### src/rtl/atsc_rx_stage_ctrl.sv
// atsc_rx_stage_ctrl: routes samples from axi_wrapper either through the HLS kernel
// (KERNEL) or straight to the output (BYPASS). Mode changes go through DRAIN, which
// waits until the kernel is empty and the output register has drained.
// Optional macro ATSC_RX_STAGE_CNT_EN adds 32-bit input/output beat counters
// on readback 2/3; without it those addresses read 0.
// Readback 4 layout: {state, in-flight}, state KERNEL=0, DRAIN=1, BYPASS=2.
module atsc_rx_stage_ctrl #(
    parameter int unsigned DATA_W     = 32,
    parameter int unsigned SR_BASE    = 128,
    parameter int unsigned INFLIGHT_W = 10
) (
    input  logic              ap_clk,
    input  logic              ap_rst_n,
    input  logic              set_stb,
    input  logic [7:0]        set_addr,
    input  logic [31:0]       set_data,
    input  logic [7:0]        rb_addr,
    output logic [63:0]       rb_data,
    input  logic [DATA_W-1:0] s_tdata,
    input  logic              s_tlast,
    input  logic              s_tvalid,
    output logic              s_tready,
    output logic [DATA_W-1:0] k_out_tdata,
    output logic              k_out_tlast,
    output logic              k_out_tvalid,
    input  logic              k_out_tready,
    input  logic [DATA_W-1:0] k_in_tdata,
    input  logic              k_in_tlast,
    input  logic              k_in_tvalid,
    output logic              k_in_tready,
    output logic [DATA_W-1:0] m_tdata,
    output logic              m_tlast,
    output logic              m_tvalid,
    input  logic              m_tready
);

    typedef enum logic [1:0] {
        ST_KERNEL = 2'd0,
        ST_DRAIN  = 2'd1,
        ST_BYPASS = 2'd2
    } state_e;

    localparam logic [7:0]            ADDR_CTRL    = 8'(SR_BASE);
    localparam logic [7:0]            ADDR_SPP     = 8'(SR_BASE + 1);
    localparam logic [INFLIGHT_W-1:0] INFLIGHT_MAX = '1;

    state_e                state_q, state_d;
    logic                  drain_byp_q, drain_byp_d;   // draining out of BYPASS: kernel returns are stragglers
    logic [31:0]           ctrl_q, ctrl_d;
    logic [15:0]           spp_q, spp_d;
    logic [15:0]           bpp_q, bpp_d;
    logic [INFLIGHT_W-1:0] infl_q, infl_d;
    logic                  out_vld_q, out_vld_d;
    logic [DATA_W-1:0]     out_data_q, out_data_d;
    logic                  out_last_q, out_last_d;
    logic [63:0]           rb_q, rb_d;

    logic                  en, byp, out_free, infl_full;
    logic                  src_vld, src_last, load, kout_hs, kin_hs, m_hs;
    logic [DATA_W-1:0]     src_data;

    // Mode FSM, stream routing, in-flight tracking, output register and settings decode
    always_comb begin
        en          = ctrl_q[0];
        byp         = ctrl_q[1];
        out_free    = !out_vld_q || m_tready;
        infl_full   = (infl_q == INFLIGHT_MAX);
        s_tready    = 1'b0;
        k_out_tvalid = 1'b0;
        k_out_tdata = s_tdata;
        k_out_tlast = s_tlast;
        k_in_tready = 1'b0;
        src_vld     = 1'b0;
        src_data    = s_tdata;
        src_last    = s_tlast;
        state_d     = state_q;
        drain_byp_d = drain_byp_q;

        case (state_q)
            ST_KERNEL: begin
                k_out_tvalid = s_tvalid && en && !byp && !infl_full;
                s_tready     = k_out_tready && en && !byp && !infl_full;
                k_in_tready  = out_free;
                src_vld      = k_in_tvalid;
                src_data     = k_in_tdata;
                src_last     = k_in_tlast;
                if (byp) begin
                    state_d     = ST_DRAIN;
                    drain_byp_d = 1'b0;
                end
            end
            ST_BYPASS: begin
                s_tready    = en && byp && out_free;
                k_in_tready = 1'b1;
                src_vld     = s_tvalid && en && byp;
                if (!byp) begin
                    state_d     = ST_DRAIN;
                    drain_byp_d = 1'b1;
                end
            end
            default: begin
                if (drain_byp_q) begin
                    k_in_tready = 1'b1;
                end else begin
                    k_in_tready = out_free;
                    src_vld     = k_in_tvalid;
                    src_data    = k_in_tdata;
                    src_last    = k_in_tlast;
                end
                if (infl_q == '0 && !out_vld_q) begin
                    state_d = byp ? ST_BYPASS : ST_KERNEL;
                end
            end
        endcase

        if (!ap_rst_n) begin
            s_tready     = 1'b0;
            k_out_tvalid = 1'b0;
            k_in_tready  = 1'b0;
            src_vld      = 1'b0;
        end

        kout_hs = k_out_tvalid && k_out_tready;
        kin_hs  = k_in_tvalid && k_in_tready;
        m_hs    = out_vld_q && m_tready;
        load    = src_vld && out_free;

        infl_d = infl_q;
        if (kout_hs && !kin_hs) begin
            infl_d = infl_q + INFLIGHT_W'(1);
        end else if (!kout_hs && kin_hs && infl_q != '0) begin
            infl_d = infl_q - INFLIGHT_W'(1);
        end

        out_vld_d  = out_vld_q;
        out_data_d = out_data_q;
        out_last_d = out_last_q;
        bpp_d      = bpp_q;
        if (m_hs) begin
            out_vld_d = 1'b0;
        end
        if (load) begin
            out_vld_d  = 1'b1;
            out_data_d = src_data;
            if (spp_q == 16'd0) begin
                out_last_d = src_last;
            end else if (bpp_q + 16'd1 == spp_q) begin
                out_last_d = 1'b1;
                bpp_d      = 16'd0;
            end else begin
                out_last_d = 1'b0;
                bpp_d      = bpp_q + 16'd1;
            end
        end

        ctrl_d = ctrl_q;
        spp_d  = spp_q;
        if (set_stb && set_addr == ADDR_CTRL) begin
            ctrl_d = set_data;
        end
        if (set_stb && set_addr == ADDR_SPP) begin
            spp_d = set_data[15:0];
            bpp_d = 16'd0;
        end
    end

`ifdef ATSC_RX_STAGE_CNT_EN
    logic        s_hs;
    logic [31:0] in_cnt_q, in_cnt_d, out_cnt_q, out_cnt_d;

    // Wrapping beat counters on the input and output streams
    always_comb begin
        s_hs      = s_tvalid && s_tready;
        in_cnt_d  = in_cnt_q + 32'(s_hs);
        out_cnt_d = out_cnt_q + 32'(m_hs);
    end

    // Beat counter registers
    always_ff @(posedge ap_clk or negedge ap_rst_n) begin
        if (!ap_rst_n) begin
            in_cnt_q  <= 32'd0;
            out_cnt_q <= 32'd0;
        end else begin
            in_cnt_q  <= in_cnt_d;
            out_cnt_q <= out_cnt_d;
        end
    end
`endif

    // Readback mux
    always_comb begin
        case (rb_addr)
            8'd0:    rb_d = {32'd0, ctrl_q};
            8'd1:    rb_d = {48'd0, spp_q};
`ifdef ATSC_RX_STAGE_CNT_EN
            8'd2:    rb_d = 64'(in_cnt_q);
            8'd3:    rb_d = 64'(out_cnt_q);
`else
            8'd2:    rb_d = 64'd0;
            8'd3:    rb_d = 64'd0;
`endif
            8'd4:    rb_d = 64'({state_q, infl_q});
            default: rb_d = 64'h0BADC0DE0BADC0DE;
        endcase
    end

    // State, settings and datapath registers
    always_ff @(posedge ap_clk or negedge ap_rst_n) begin
        if (!ap_rst_n) begin
            state_q     <= ST_KERNEL;
            drain_byp_q <= 1'b0;
            ctrl_q      <= 32'h1;
            spp_q       <= 16'd0;
            bpp_q       <= 16'd0;
            infl_q      <= '0;
            out_vld_q   <= 1'b0;
            out_data_q  <= '0;
            out_last_q  <= 1'b0;
            rb_q        <= 64'd0;
        end else begin
            state_q     <= state_d;
            drain_byp_q <= drain_byp_d;
            ctrl_q      <= ctrl_d;
            spp_q       <= spp_d;
            bpp_q       <= bpp_d;
            infl_q      <= infl_d;
            out_vld_q   <= out_vld_d;
            out_data_q  <= out_data_d;
            out_last_q  <= out_last_d;
            rb_q        <= rb_d;
        end
    end

    assign m_tvalid = out_vld_q;
    assign m_tdata  = out_data_q;
    assign m_tlast  = out_last_q;
    assign rb_data  = rb_q;

endmodule
### config.mk
export PLATFORM = sky130hd
export DESIGN_NAME = atsc_rx_stage_ctrl
export DESIGN_NICKNAME = d
export VERILOG_FILES = /design/src/rtl/atsc_rx_stage_ctrl.sv
export SDC_FILE = /design/constraint.sdc
export NUM_CORES = 1
export LEC_CHECK = 0
export CAP_MARGIN = 10
export CORE_ASPECT_RATIO = 1.2
export CORE_MARGIN = 10
export CORE_UTILIZATION = 45
export CTS_CLUSTER_SIZE = 25
export DETAILED_ROUTE_END_ITERATION = 6
export PLACE_DENSITY_LB_ADDON = 0.08
export RECOVER_POWER = 100
export SETUP_SLACK_MARGIN = 0.2
export SYNTH_ARGS = -nofsm -noshare
export SYNTH_HDL_FRONTEND = slang
export SYNTH_SLANG_ARGS = --single-unit
export TNS_END_PERCENT = 20
### constraint.sdc
create_clock -name ap_clk -period 9.35 [get_ports ap_clk]
set_clock_uncertainty 0.1 [all_clocks]
set_input_delay 1.87 -clock ap_clk [delete_from_list [all_inputs] [get_ports ap_clk]]
set_output_delay 1.87 -clock ap_clk [all_outputs]
set_load 0.02 [all_outputs]
---- Word level (Yosys, flattened, before mapping) ----
Index checks and enable logic that the tools add are counted.
storage, ports and cells
  bits in registers ....................... 175
  bits in latches ......................... 0
  bits in writable memories ............... 0
  bits in read-only memories .............. 0
  bits of input ports ..................... 121
  output and inout port bits .............. 134
  word-level logic and storage cells ...... 97
  memories ................................ 0
operators by class
  $add $sub $neg .......................... 3
  multipliers ............................. 0
  div/mod/pow operators ................... 0
  order comparisons ....................... 0
  equality and inequality tests ........... 12
  shifts and indexed selects .............. 0
  muxes and demuxes ....................... 33
  bitwise gates (word level) .............. 0
  reductions and logical operators ........ 39
operator list
  operator                                                                number
  60-bit case mux with 4 select lines                                     1
  16-bit 2-to-1 mux                                                       4
  32-bit case mux with 2 select lines                                     1
  32-bit 2-to-1 mux                                                       1
  10-bit 2-to-1 mux                                                       2
  1-bit logical AND                                                       19
  16-bit by 1-bit adder with 16-bit output (second input constant)        1
  16-bit equality test                                                    1
  8-bit by 2-bit equality test with 1-bit output (second input constant)  2
  8-bit equality test (second input constant)                             2
  16-bit logical NOT                                                      1
  1-bit 2-to-1 mux                                                        14
  10-bit by 1-bit adder with 10-bit output (second input constant)        1
  10-bit equality test (second input constant)                            1
  10-bit logical NOT                                                      1
  1-bit case mux with 2 select lines                                      5
  10-bit nonzero test                                                     1
  10-bit by 1-bit subtractor with 10-bit output (second input constant)   1
  8-bit by 1-bit equality test with 1-bit output (second input constant)  1
  8-bit by 3-bit equality test with 1-bit output (second input constant)  1
  8-bit logical NOT                                                       1
  2-bit 2-to-1 mux                                                        4
  2-bit nonzero test                                                      4
  3-bit AND reduction                                                     2
  10 further kinds                                                        15

---- Depth between registers and ports, before layout ----
Gate-level depths: netlist (run 1).
  depth in word-level cells ............... 11
  mapped depth ............................ 14

---- Worst setup path before layout (run 1) ----
No wires, ideal clock.
  path type ............................... input to register
  from .................................... input port m_tready
  to ...................................... register infl_q[9]
  library setup time ...................... 79 ps
  data arrival time ....................... 4492 ps
  setup slack ............................. 4679 ps
  cell stages on the path ................. 12
  path buffers ............................ 0
  cell sequence ........................... nor2b_1 > a21boi_0 > a211o_1 > ha_1 > a21oi_1 > nor2b_1 > o21ai_0 > a21oi_1 > o41a_1 > a31oi_1 > mux2i_1 > xor2_1
between the ends
  longest elaborated chain between the ends .. 8
  elaborated cells between the ends (all ways) .. 11
  those cells by class .................... 4 x mux; 7 x reduce/logical
ends and longest elaborated chain
  element                                                  RTL line  RTL
  start: declaration                                       34        input logic m_tready
  1-bit logical OR (*)                                     66        out_free = !out_vld_q || m_tready;
  1-bit 2-to-1 mux                                         102       if (drain_byp_q) begin
  1-bit case mux with 2 select lines (*)                   79        case (state_q)
  1-bit 2-to-1 mux (*)                                     116       if (!ap_rst_n) begin
  via k_in_tready                                          30        output logic k_in_tready,
  1-bit logical AND (*)                                    124       kin_hs = k_in_tvalid && k_in_tready;
  1-bit logical NOT or 1-bit logical AND (tied branches)   129, 131
  1-bit logical AND, on equally long branches              129, 131
  10-bit 2-to-1 mux or 2-bit nonzero test (tied branches)  --
  end signal: assignment                                   226       infl_q <= infl_d;
  end: declaration                                         52        logic [INFLIGHT_W-1:0] infl_q, infl_d;
Mark *: on every way through the listed nets, which the timed path passes. The rest lies on a longest branch.
A chain may end at the register's enable or synchronous reset.

==> results of run 1 <==
-- worst paths after layout --
| check | to | slack (ns) | cells past startpoint |
|---|---|---|---|
| max | rb_data[6]$_DFF_PN0_ | 3.41 | 2 |
| min | rb_data[26]$_DFF_PN0_ | 0.37 | 1 |
| max reg2reg | infl_q[8]$_DFFE_PN0P_ | 5.20 | 13 |
| min reg2reg | rb_data[26]$_DFF_PN0_ | 0.37 | 1 |
| max in group ap_clk | k_out_tvalid | 3.76 | 6 |
| min in group asynchronous | m_tdata[4]$_DFFE_PN0P_ | 1.32 | 1 |
-- where the power goes --
group          leakage (nW)  switching (mW)  internal [mW]
logic                  2.41           0.338          0.280
registers              1.81          0.0852          0.729
clock network         0.317           0.265          0.490
-- synth_stat cells, types with 2 or more instances --
master | instances | area [sq um]
sky130_fd_sc_hd__a21o_1 | 19 | 143
sky130_fd_sc_hd__o21bai_1 | 2 | 15.0
sky130_fd_sc_hd__nand2b_1 | 7 | 43.8
sky130_fd_sc_hd__nand3_2 | 2 | 20.0
sky130_fd_sc_hd__buf_1 | 3 | 11.3
sky130_fd_sc_hd__nor4_1 | 9 | 56.3
sky130_fd_sc_hd__o32ai_1 | 2 | 17.5
sky130_fd_sc_hd__clkbuf_1 | 32 | 120
sky130_fd_sc_hd__or4_1 | 3 | 22.5
sky130_fd_sc_hd__o211ai_1 | 12 | 90.1
sky130_fd_sc_hd__and2_1 | 9 | 56.3
sky130_fd_sc_hd__a22o_1 | 2 | 17.5
sky130_fd_sc_hd__nor2b_1 | 11 | 68.8
sky130_fd_sc_hd__dfrtp_1 | 143 | 3580
sky130_fd_sc_hd__nand4b_1 | 2 | 17.5
sky130_fd_sc_hd__o21a_1 | 7 | 52.6
sky130_fd_sc_hd__nand3_1 | 25 | 125
sky130_fd_sc_hd__or3_1 | 2 | 12.5
sky130_fd_sc_hd__mux2_2 | 50 | 563
sky130_fd_sc_hd__a22oi_1 | 2 | 15.0
sky130_fd_sc_hd__nor3b_1 | 2 | 15.0
sky130_fd_sc_hd__nor2_1 | 46 | 173
sky130_fd_sc_hd__inv_1 | 13 | 48.8
sky130_fd_sc_hd__nand4_1 | 20 | 125
sky130_fd_sc_hd__a21oi_1 | 24 | 120
sky130_fd_sc_hd__nand2_1 | 74 | 278
sky130_fd_sc_hd__nor3_1 | 24 | 120
sky130_fd_sc_hd__or2_2 | 2 | 12.5
sky130_fd_sc_hd__buf_2 | 7 | 35.0
sky130_fd_sc_hd__mux2i_1 | 45 | 450
sky130_fd_sc_hd__o22ai_1 | 7 | 43.8
sky130_fd_sc_hd__xor2_1 | 11 | 96.3
sky130_fd_sc_hd__and3_1 | 2 | 12.5
sky130_fd_sc_hd__buf_4 | 68 | 510
sky130_fd_sc_hd__ha_1 | 9 | 113
sky130_fd_sc_hd__o21ai_0 | 44 | 220
sky130_fd_sc_hd__a31oi_1 | 3 | 18.8
sky130_fd_sc_hd__xnor2_1 | 13 | 114
sky130_fd_sc_hd__a32o_1 | 2 | 20.0
sky130_fd_sc_hd__buf_6 | 3 | 33.8
-- state kept, by name (all words and copies together) (netlist names) --
register / cells
m_tvalid: 1
state_q: 2
m_tlast: 1
infl_q: 10
bpp_q: 16
ctrl_q: 32
m_tdata: 32
drain_byp_q: 1
spp_q: 16
rb_data: 33
-- stage by stage --
stage                     power, mW  cell area [sq um]  worst slack [ns]  hold slack (ns)
after floorplan                1.18               7920              4.68            0.346
after CTS                      2.24              10600              3.76            0.376
after global placement         1.46               9930              3.78            0.354
after detailed placement       1.48               9930              3.76            0.362
after global routing           2.30              10600              2.46            0.396
final                          2.19              10600              3.41            0.370
-- placed cells by master (no fill, tap or decap), types with 3 or more instances in the layout --
cell	n
sky130_fd_sc_hd__clkbuf_1	4
sky130_fd_sc_hd__buf_4	3
sky130_fd_sc_hd__or4_1	3
sky130_fd_sc_hd__nor4_1	9
sky130_fd_sc_hd__nand2_1	74
sky130_fd_sc_hd__nand4_1	20
sky130_fd_sc_hd__a21oi_1	24
sky130_fd_sc_hd__xnor2_1	13
sky130_fd_sc_hd__conb_1	16
sky130_fd_sc_hd__nand3_1	25
sky130_fd_sc_hd__o211ai_1	12
sky130_fd_sc_hd__a21o_1	19
sky130_fd_sc_hd__nand2b_1	7
sky130_fd_sc_hd__inv_1	13
sky130_fd_sc_hd__mux2i_1	44
sky130_fd_sc_hd__nor2_1	46
sky130_fd_sc_hd__nor3_1	24
sky130_fd_sc_hd__clkdlybuf4s50_1	114
sky130_fd_sc_hd__o21a_1	7
sky130_fd_sc_hd__a31oi_1	3
sky130_fd_sc_hd__clkbuf_16	17
sky130_fd_sc_hd__dfrtp_1	143
sky130_fd_sc_hd__o22ai_1	7
sky130_fd_sc_hd__mux2_2	49
sky130_fd_sc_hd__and2_1	4
sky130_fd_sc_hd__bufinv_16	5
sky130_fd_sc_hd__and2_0	5
sky130_fd_sc_hd__nor2b_1	11
sky130_fd_sc_hd__ha_1	9
sky130_fd_sc_hd__dlygate4sd3_1	123
sky130_fd_sc_hd__xor2_1	11
sky130_fd_sc_hd__o21ai_0	45
-- layout make-up --
type / instances / share of cell area, %
Tap cell: 216 / 2.56
Inverter: 13 / 0.462
Clock buffer: 20 / 4.32
Clock inverter: 12 / 1.94
Multi-Input combinational cell: 531 / 33.7
Antenna cell: 1 / 0.0237
Sequential cell: 144 / 34.1
Timing Repair Buffer: 244 / 22.9
-- per-layer routing --
layer	vias up	wire length [microns]	GRT usage, %
met4	2	359	5.69
li1	3021	-	-
met1	3073	9650	24.3
met2	262	11000	31.2
met3	25	1800	6.49
met5	-	16	0
-- cell families after synthesis --
group	share of synthesized area, %
buf+inv	9.66
compound gates	11.7
other cells	0.0477
fa+ha+maj	1.69
flops	45.9
simple gates	15.5
xor+xnor	2.67
mux	12.9
==> flow_summary.html, run 1 <==
<table>
<tr><th>Metric</th><th>Value</th></tr>
<tr><th colspan="2">Worst setup path</th></tr>
<tr><td>Reg2reg start</td><td>state_q[0]$_DFFE_PN0P_</td></tr>
<tr><td>Critical Path RT</td><td>8.80 ns</td></tr>
<tr><td>CP arrival</td><td>5.39 ns</td></tr>
<tr><td>Crit. End Element</td><td>asynchronous set/reset pin</td></tr>
<tr><td>Crit path largest cell delay</td><td>2.97 ns</td></tr>
<tr><td>CP top delay family</td><td>buffers and inverters</td></tr>
<tr><td>Critical Path Slowest Stage Cell</td><td>sky130_fd_sc_hd__clkbuf_1</td></tr>
<tr><td>Number of buffer and inverter instances along the worst setup path</td><td>2</td></tr>
<tr><td>Critical path class</td><td>in -&gt; async</td></tr>
<tr><td>Critical path startpoint</td><td>ap_rst_n</td></tr>
<tr><td>Kind of start point of the critical path</td><td>input pin</td></tr>
<tr><td>Critical-path cell list</td><td>buf_6 &gt; clkbuf_1</td></tr>
<tr><td>Worst-path fanout max</td><td>78</td></tr>
<tr><th colspan="2">STA</th></tr>
<tr><td>Slew @ Worst Pin</td><td>4.18 ns</td></tr>
<tr><td>Slew margin rel.</td><td>-179%</td></tr>
<tr><td>Accumulated negative setup slack</td><td>0 ns</td></tr>
<tr><td>RSZ-0062 raised after global routing</td><td>no</td></tr>
<tr><td>Final min period</td><td>5.94 ns</td></tr>
<tr><td>Final max-slew violation count</td><td>166</td></tr>
<tr><td>Portion of the clock cycle consumed by the worst path in the final layout</td><td>63.5%</td></tr>
<tr><td>Hold Fails Final Rpt</td><td>0</td></tr>
<tr><td>Setup Viol. Count Final</td><td>0</td></tr>
<tr><td>Maximum clock frequency</td><td>168 MHz</td></tr>
<tr><th colspan="2">Place</th></tr>
<tr><td>IO buf count</td><td>238</td></tr>
<tr><td>DP Wirelength</td><td>17400 microns</td></tr>
<tr><td>Total placed cells including tap cells</td><td>1148</td></tr>
<tr><td>Global placer's final weighted congestion</td><td>0.857</td></tr>
<tr><th colspan="2">Hold path</th></tr>
<tr><td>HP Class</td><td>reg -&gt; reg</td></tr>
<tr><td>Min-delay src</td><td>ctrl_q[26]$_DFFE_PN0P_</td></tr>
<tr><th colspan="2">Synth</th></tr>
<tr><td>Synthesized area per cell</td><td>10.0 sq um</td></tr>
<tr><td>Mapped Area</td><td>0.00786 sq mm</td></tr>
<tr><td>Post-synthesis sequential element count</td><td>144</td></tr>
<tr><td>Proportion of synthesized chip area in sequential cells</td><td>45.9%</td></tr>
<tr><td>Ys flop type</td><td>sky130_fd_sc_hd__dfrtp_1</td></tr>
<tr><td>Yosys warning count</td><td>0</td></tr>
<tr><td>Netlist cell types</td><td>63</td></tr>
<tr><td>Proportion of synthesized flip-flops having asynchronous set or reset</td><td>100%</td></tr>
<tr><td>Number of enable flip-flop cells after synthesis</td><td>0</td></tr>
<tr><td>Post-synthesis instance total</td><td>786</td></tr>
<tr><th colspan="2">Die</th></tr>
<tr><td>Num ports</td><td>255</td></tr>
<tr><td>Effective utilization at floorplan</td><td>46.1%</td></tr>
<tr><td>X dimension of the die</td><td>141 microns</td></tr>
<tr><td>Vertical die dimension</td><td>165 microns</td></tr>
<tr><td>Number of cell rows</td><td>52</td></tr>
<tr><td>Area of the die</td><td>0.0232 sq mm</td></tr>
<tr><td>Core footprint</td><td>0.0170 sq mm</td></tr>
<tr><th colspan="2">Clock tree</th></tr>
<tr><td>Number of buffers between clock root and the deepest sink</td><td>2</td></tr>
<tr><td>Insertion delay to the later sink of the worst-skew pair</td><td>0.43 ns</td></tr>
<tr><td>Clock sink count</td><td>144</td></tr>
<tr><td>Number of post-CTS setup repair buffers</td><td>0</td></tr>
<tr><td>TritonCTS clock tree</td><td>done</td></tr>
<tr><td>Number of buffers added to fix hold violations after cts</td><td>0</td></tr>
<tr><td>Resize count post-CTS</td><td>0</td></tr>
<tr><td>Clk pin slew, worst setup/hold paths</td><td>0.06 ns</td></tr>
<tr><td>CTS Buf Count</td><td>17</td></tr>
<tr><td>CTS H-Tree Depth</td><td>4</td></tr>
<tr><td>Buffer cell driving the clock tree root</td><td>sky130_fd_sc_hd__clkbuf_16</td></tr>
<tr><th colspan="2">Run</th></tr>
<tr><td>Max-capacitance violation count</td><td>3</td></tr>
<tr><th colspan="2">Layout</th></tr>
<tr><td>Total of fill cells in the finished design</td><td>1423</td></tr>
<tr><td>Utilization after layout</td><td>62.0%</td></tr>
<tr><td>Final Non-Filler Cells</td><td>1181</td></tr>
<tr><td>Register area</td><td>0.00360 sq mm</td></tr>
<tr><td>Total number of nets in the final design</td><td>1082</td></tr>
<tr><td>Area grow syn2layout</td><td>34.5%</td></tr>
<tr><td>Share of post-route cells with drive strength above 1</td><td>9.85%</td></tr>
<tr><td>Area occupied by multi-input gates</td><td>0.00356 sq mm</td></tr>
<tr><th colspan="2">Drt</th></tr>
<tr><td>Final routed DRC violation total</td><td>0</td></tr>
<tr><td>Detailed-route via count</td><td>6383</td></tr>
<tr><td>Routed length per instance</td><td>19.3 microns</td></tr>
<tr><td>Pre-antenna DRT Iters</td><td>4</td></tr>
<tr><td>Vias per cell</td><td>5.40</td></tr>
<tr><td>Number of nets with antenna violations after routing</td><td>0</td></tr>
<tr><td>Total wire length after detailed routing</td><td>22800 microns</td></tr>
<tr><td>Count of routing violations after the opening detailed-route iteration</td><td>338</td></tr>
<tr><th colspan="2">Global routing</th></tr>
<tr><td>Maximum number of pins on one net before global-route repair</td><td>79</td></tr>
<tr><td>Global-route wire length before repair</td><td>36100 microns</td></tr>
<tr><td>Initial antenna violation count</td><td>2</td></tr>
<tr><td>Total Routing Usage GR</td><td>19.4%</td></tr>
<tr><td>Leftover overflow at the end of global routing</td><td>0</td></tr>
<tr><td>Via count of the first global-routing pass</td><td>6490</td></tr>
<tr><th colspan="2">Outcome</th></tr>
<tr><td>Violations in the final reports</td><td>capacitance limit, slew limit</td></tr>
<tr><td>Run status</td><td>complete, but fails checks</td></tr>
<tr><th colspan="2">Pwr</th></tr>
<tr><td>Power density normalized to cell area</td><td>207 mW/mm^2</td></tr>
<tr><td>Leakage</td><td>4.54 nW</td></tr>
<tr><td>Largest vdd supply drop</td><td>0.0965 mV</td></tr>
</table>
(Power assumes the default switching activity.)
==> run 2: changes to the inputs <==
Clock period 9.35 ns to 5.8 ns, I/O delays scaled along.
==> flow_summary.html, run 2 (synthesis results as in run 1) <==
<table>
<tr><th>Metric</th><th>Value</th></tr>
<tr><th colspan="2">Die</th></tr>
<tr><td>Core footprint</td><td>0.0170 sq mm</td></tr>
<tr><td>X dimension of the die</td><td>141 microns</td></tr>
<tr><td>Vertical die dimension</td><td>165 microns</td></tr>
<tr><td>Area of the die</td><td>0.0232 sq mm</td></tr>
<tr><td>Effective utilization at floorplan</td><td>46.1%</td></tr>
<tr><td>Num ports</td><td>255</td></tr>
<tr><td>Number of cell rows</td><td>52</td></tr>
<tr><th colspan="2">Layout</th></tr>
<tr><td>Area grow syn2layout</td><td>33.0%</td></tr>
<tr><td>Share of post-route cells with drive strength above 1</td><td>9.77%</td></tr>
<tr><td>Most common library cell in the layout ignoring fill and taps</td><td>sky130_fd_sc_hd__dfrtp_1</td></tr>
<tr><td>Top library cells by usage in the layout, fill and taps aside</td><td>sky130_fd_sc_hd__dfrtp_1, sky130_fd_sc_hd__dlygate4sd3_1, sky130_fd_sc_hd__clkdlybuf4s50_1, sky130_fd_sc_hd__nand2_1, sky130_fd_sc_hd__mux2_2</td></tr>
<tr><td>Flip-flop count of the largest register after layout</td><td>33</td></tr>
<tr><td>Total number of nets in the final design</td><td>1082</td></tr>
<tr><td>Utilization after layout</td><td>61.3%</td></tr>
<tr><th colspan="2">Drt</th></tr>
<tr><td>Detailed route wirelength on metal3</td><td>1790 microns</td></tr>
<tr><td>Detailed-route via count</td><td>6385</td></tr>
<tr><td>Count of routing violations after the opening detailed-route iteration</td><td>332</td></tr>
<tr><td>Total length of routed met2 wires</td><td>11000 microns</td></tr>
<tr><td>Number of nets with antenna violations after routing</td><td>0</td></tr>
<tr><td>Routed length per instance</td><td>19.3 microns</td></tr>
<tr><td>Sum of routed wire segments on met1</td><td>9560 microns</td></tr>
<tr><td>Final routed DRC violation total</td><td>0</td></tr>
<tr><td>Max layer used</td><td>met4</td></tr>
<tr><td>Vias per cell</td><td>5.41</td></tr>
<tr><td>Pre-antenna DRT Iters</td><td>4</td></tr>
<tr><td>Total wire length after detailed routing</td><td>22800 microns</td></tr>
<tr><th colspan="2">Global routing</th></tr>
<tr><td>Initial antenna violation count</td><td>1</td></tr>
<tr><td>Leftover overflow at the end of global routing</td><td>0</td></tr>
<tr><td>Via count of the first global-routing pass</td><td>6476</td></tr>
<tr><td>Global-route wire length before repair</td><td>36000 microns</td></tr>
<tr><td>Maximum number of pins on one net before global-route repair</td><td>81</td></tr>
<tr><td>Total Routing Usage GR</td><td>19.2%</td></tr>
<tr><th colspan="2">STA</th></tr>
<tr><td>Accumulated negative setup slack</td><td>0 ns</td></tr>
<tr><td>Setup Viol. Count Final</td><td>0</td></tr>
<tr><td>Maximum clock frequency</td><td>235 MHz</td></tr>
<tr><td>Final min period</td><td>4.25 ns</td></tr>
<tr><td>RSZ-0062 raised after global routing</td><td>no</td></tr>
<tr><td>Final Worst Setup Slack</td><td>1.55 ns</td></tr>
<tr><td>Final max-slew violation count</td><td>148</td></tr>
<tr><td>Slew margin rel.</td><td>-29.7%</td></tr>
<tr><td>Portion of the clock cycle consumed by the worst path in the final layout</td><td>73.2%</td></tr>
<tr><td>Slew @ Worst Pin</td><td>1.95 ns</td></tr>
<tr><td>Hold Fails Final Rpt</td><td>0</td></tr>
<tr><th colspan="2">Clock tree</th></tr>
<tr><td>Number of buffers added to fix hold violations after cts</td><td>0</td></tr>
<tr><td>Resize count post-CTS</td><td>0</td></tr>
<tr><td>CTS Buf Count</td><td>17</td></tr>
<tr><td>Buffer cell driving the clock tree root</td><td>sky130_fd_sc_hd__clkbuf_16</td></tr>
<tr><td>Number of post-CTS setup repair buffers</td><td>0</td></tr>
<tr><td>Clk pin slew, worst setup/hold paths</td><td>0.06 ns</td></tr>
<tr><td>Clock sink count</td><td>144</td></tr>
<tr><td>CTS H-Tree Depth</td><td>4</td></tr>
<tr><td>Number of buffers between clock root and the deepest sink</td><td>2</td></tr>
<tr><td>TritonCTS clock tree</td><td>done</td></tr>
<tr><td>Insertion delay to the later sink of the worst-skew pair</td><td>0.42 ns</td></tr>
<tr><th colspan="2">Hold path</th></tr>
<tr><td>Worst Hold Depth</td><td>1</td></tr>
<tr><td>HP Class</td><td>reg -&gt; reg</td></tr>
<tr><td>Min-delay src</td><td>ctrl_q[31]$_DFFE_PN0P_</td></tr>
<tr><th colspan="2">Pwr</th></tr>
<tr><td>Largest vdd supply drop</td><td>0.151 mV</td></tr>
<tr><td>Sw power</td><td>1.09 mW</td></tr>
<tr><td>Combinational Power Share</td><td>30.1%</td></tr>
<tr><td>Power density normalized to cell area</td><td>317 mW/mm^2</td></tr>
<tr><td>Relative contribution of sequential cells to total power</td><td>39.4%</td></tr>
<tr><td>Fraction of power spent switching nets</td><td>32.9%</td></tr>
<tr><td>Clock power share</td><td>30.5%</td></tr>
<tr><td>Power Internal</td><td>2.22 mW</td></tr>
<tr><td>Leakage</td><td>4.49 nW</td></tr>
<tr><th colspan="2">Place</th></tr>
<tr><td>Global placer's final weighted congestion</td><td>0.899</td></tr>
<tr><td>Place WS</td><td>1.27 ns</td></tr>
<tr><td>IO buf count</td><td>238</td></tr>
<tr><td>DP Wirelength</td><td>17200 microns</td></tr>
<tr><th colspan="2">Worst setup path</th></tr>
<tr><td>Crit. End Element</td><td>output pin</td></tr>
<tr><td>Reg2reg start</td><td>state_q[0]$_DFFE_PN0P_</td></tr>
<tr><td>Critical path startpoint</td><td>ap_rst_n</td></tr>
<tr><td>Worst-path fanout max</td><td>68</td></tr>
<tr><td>Kind of start point of the critical path</td><td>input pin</td></tr>
<tr><td>Critical path class</td><td>in -&gt; out</td></tr>
<tr><td>CP arrival</td><td>2.99 ns</td></tr>
<tr><td>Depth of the worst register-to-register path</td><td>13</td></tr>
<tr><td>Critical Path RT</td><td>4.54 ns</td></tr>
<tr><th colspan="2">Run</th></tr>
<tr><td>Max-capacitance violation count</td><td>2</td></tr>
<tr><th colspan="2">Outcome</th></tr>
<tr><td>Violations in the final reports</td><td>capacitance limit, slew limit</td></tr>
<tr><td>Run status</td><td>complete, but fails checks</td></tr>
</table>
-- run 2: cell count changes in the layout (fill, tap and decap cells not counted), sizes merged --
cell | before | now
bufinv | 5 | 1
clkdlybuf4s50 | 114 | 115
clkinv | 3 | 7
diode | 1 | 2
dlygate4sd3 | 123 | 122
inv | 15 | 13
-- run 2: path summary, 6_finish.rpt --
kind | to | slack, ns
setup / recovery | k_out_tvalid | 1.55
hold / removal | rb_data[31]$_DFF_PN0_ | 0.37
setup reg to reg | infl_q[8]$_DFFE_PN0P_ | 1.63
hold reg to reg | rb_data[31]$_DFF_PN0_ | 0.37
max in group asynchronous | bpp_q[12]$_DFFE_PN0P_ | 2.66
min in group asynchronous | infl_q[0]$_DFFE_PN0P_ | 0.63
-- run 2: through the flow --
stage / area (sq um) / hold slack, ns / cells / total power [mW]
floorplan: 7920 / 0.346 / 801 / 1.90
global placement: 9930 / 0.354 / 1148 / 2.35
detailed placement: 9930 / 0.361 / 1148 / 2.38
CTS: 10500 / 0.374 / 1178 / 3.39
global route: 10400 / 0.389 / 1179 / 3.50
finish: 10500 / 0.374 / 1180 / 3.31
-- run 2: critical path, stage by stage --
cell and delay, ns:
sky130_fd_sc_hd__buf_6 0.45, sky130_fd_sc_hd__nand2_1 0.17, sky130_fd_sc_hd__nor2_1 0.13, sky130_fd_sc_hd__nand3_1 0.12, sky130_fd_sc_hd__nor2_1 0.20, sky130_fd_sc_hd__dlygate4sd3_1 0.71
-- run 2: cell type report --
class / count / area (sq um)
Tap cell: 216 / 270
Multi-Input combinational cell: 531 / 3560
Timing Repair Buffer: 244 / 2420
Antenna cell: 2 / 5.00
Sequential cell: 144 / 3600
Clock buffer: 20 / 447
Fill cell: 1409 / 6600
Clock inverter: 10 / 91.3
Inverter: 13 / 48.8
-- run 2: routing by layer --
layer,track usage (%),vias to the layer above
met4,6.30,0
met1,22.9,3105
li1,-,3015
met5,0,-
met2,32.1,235
met3,6.12,30
-- run 2: power groups by stage --
stage	clock network, mW	logic (mW)	registers (mW)
6_report	1.01	0.996	1.31
5_1_grt	1.07	1.09	1.33
4_1_cts	1.02	1.05	1.31
3_5_place_dp	0	1.05	1.33
3_3_place_gp	0	1.02	1.32
2_1_floorplan	0	0.462	1.44
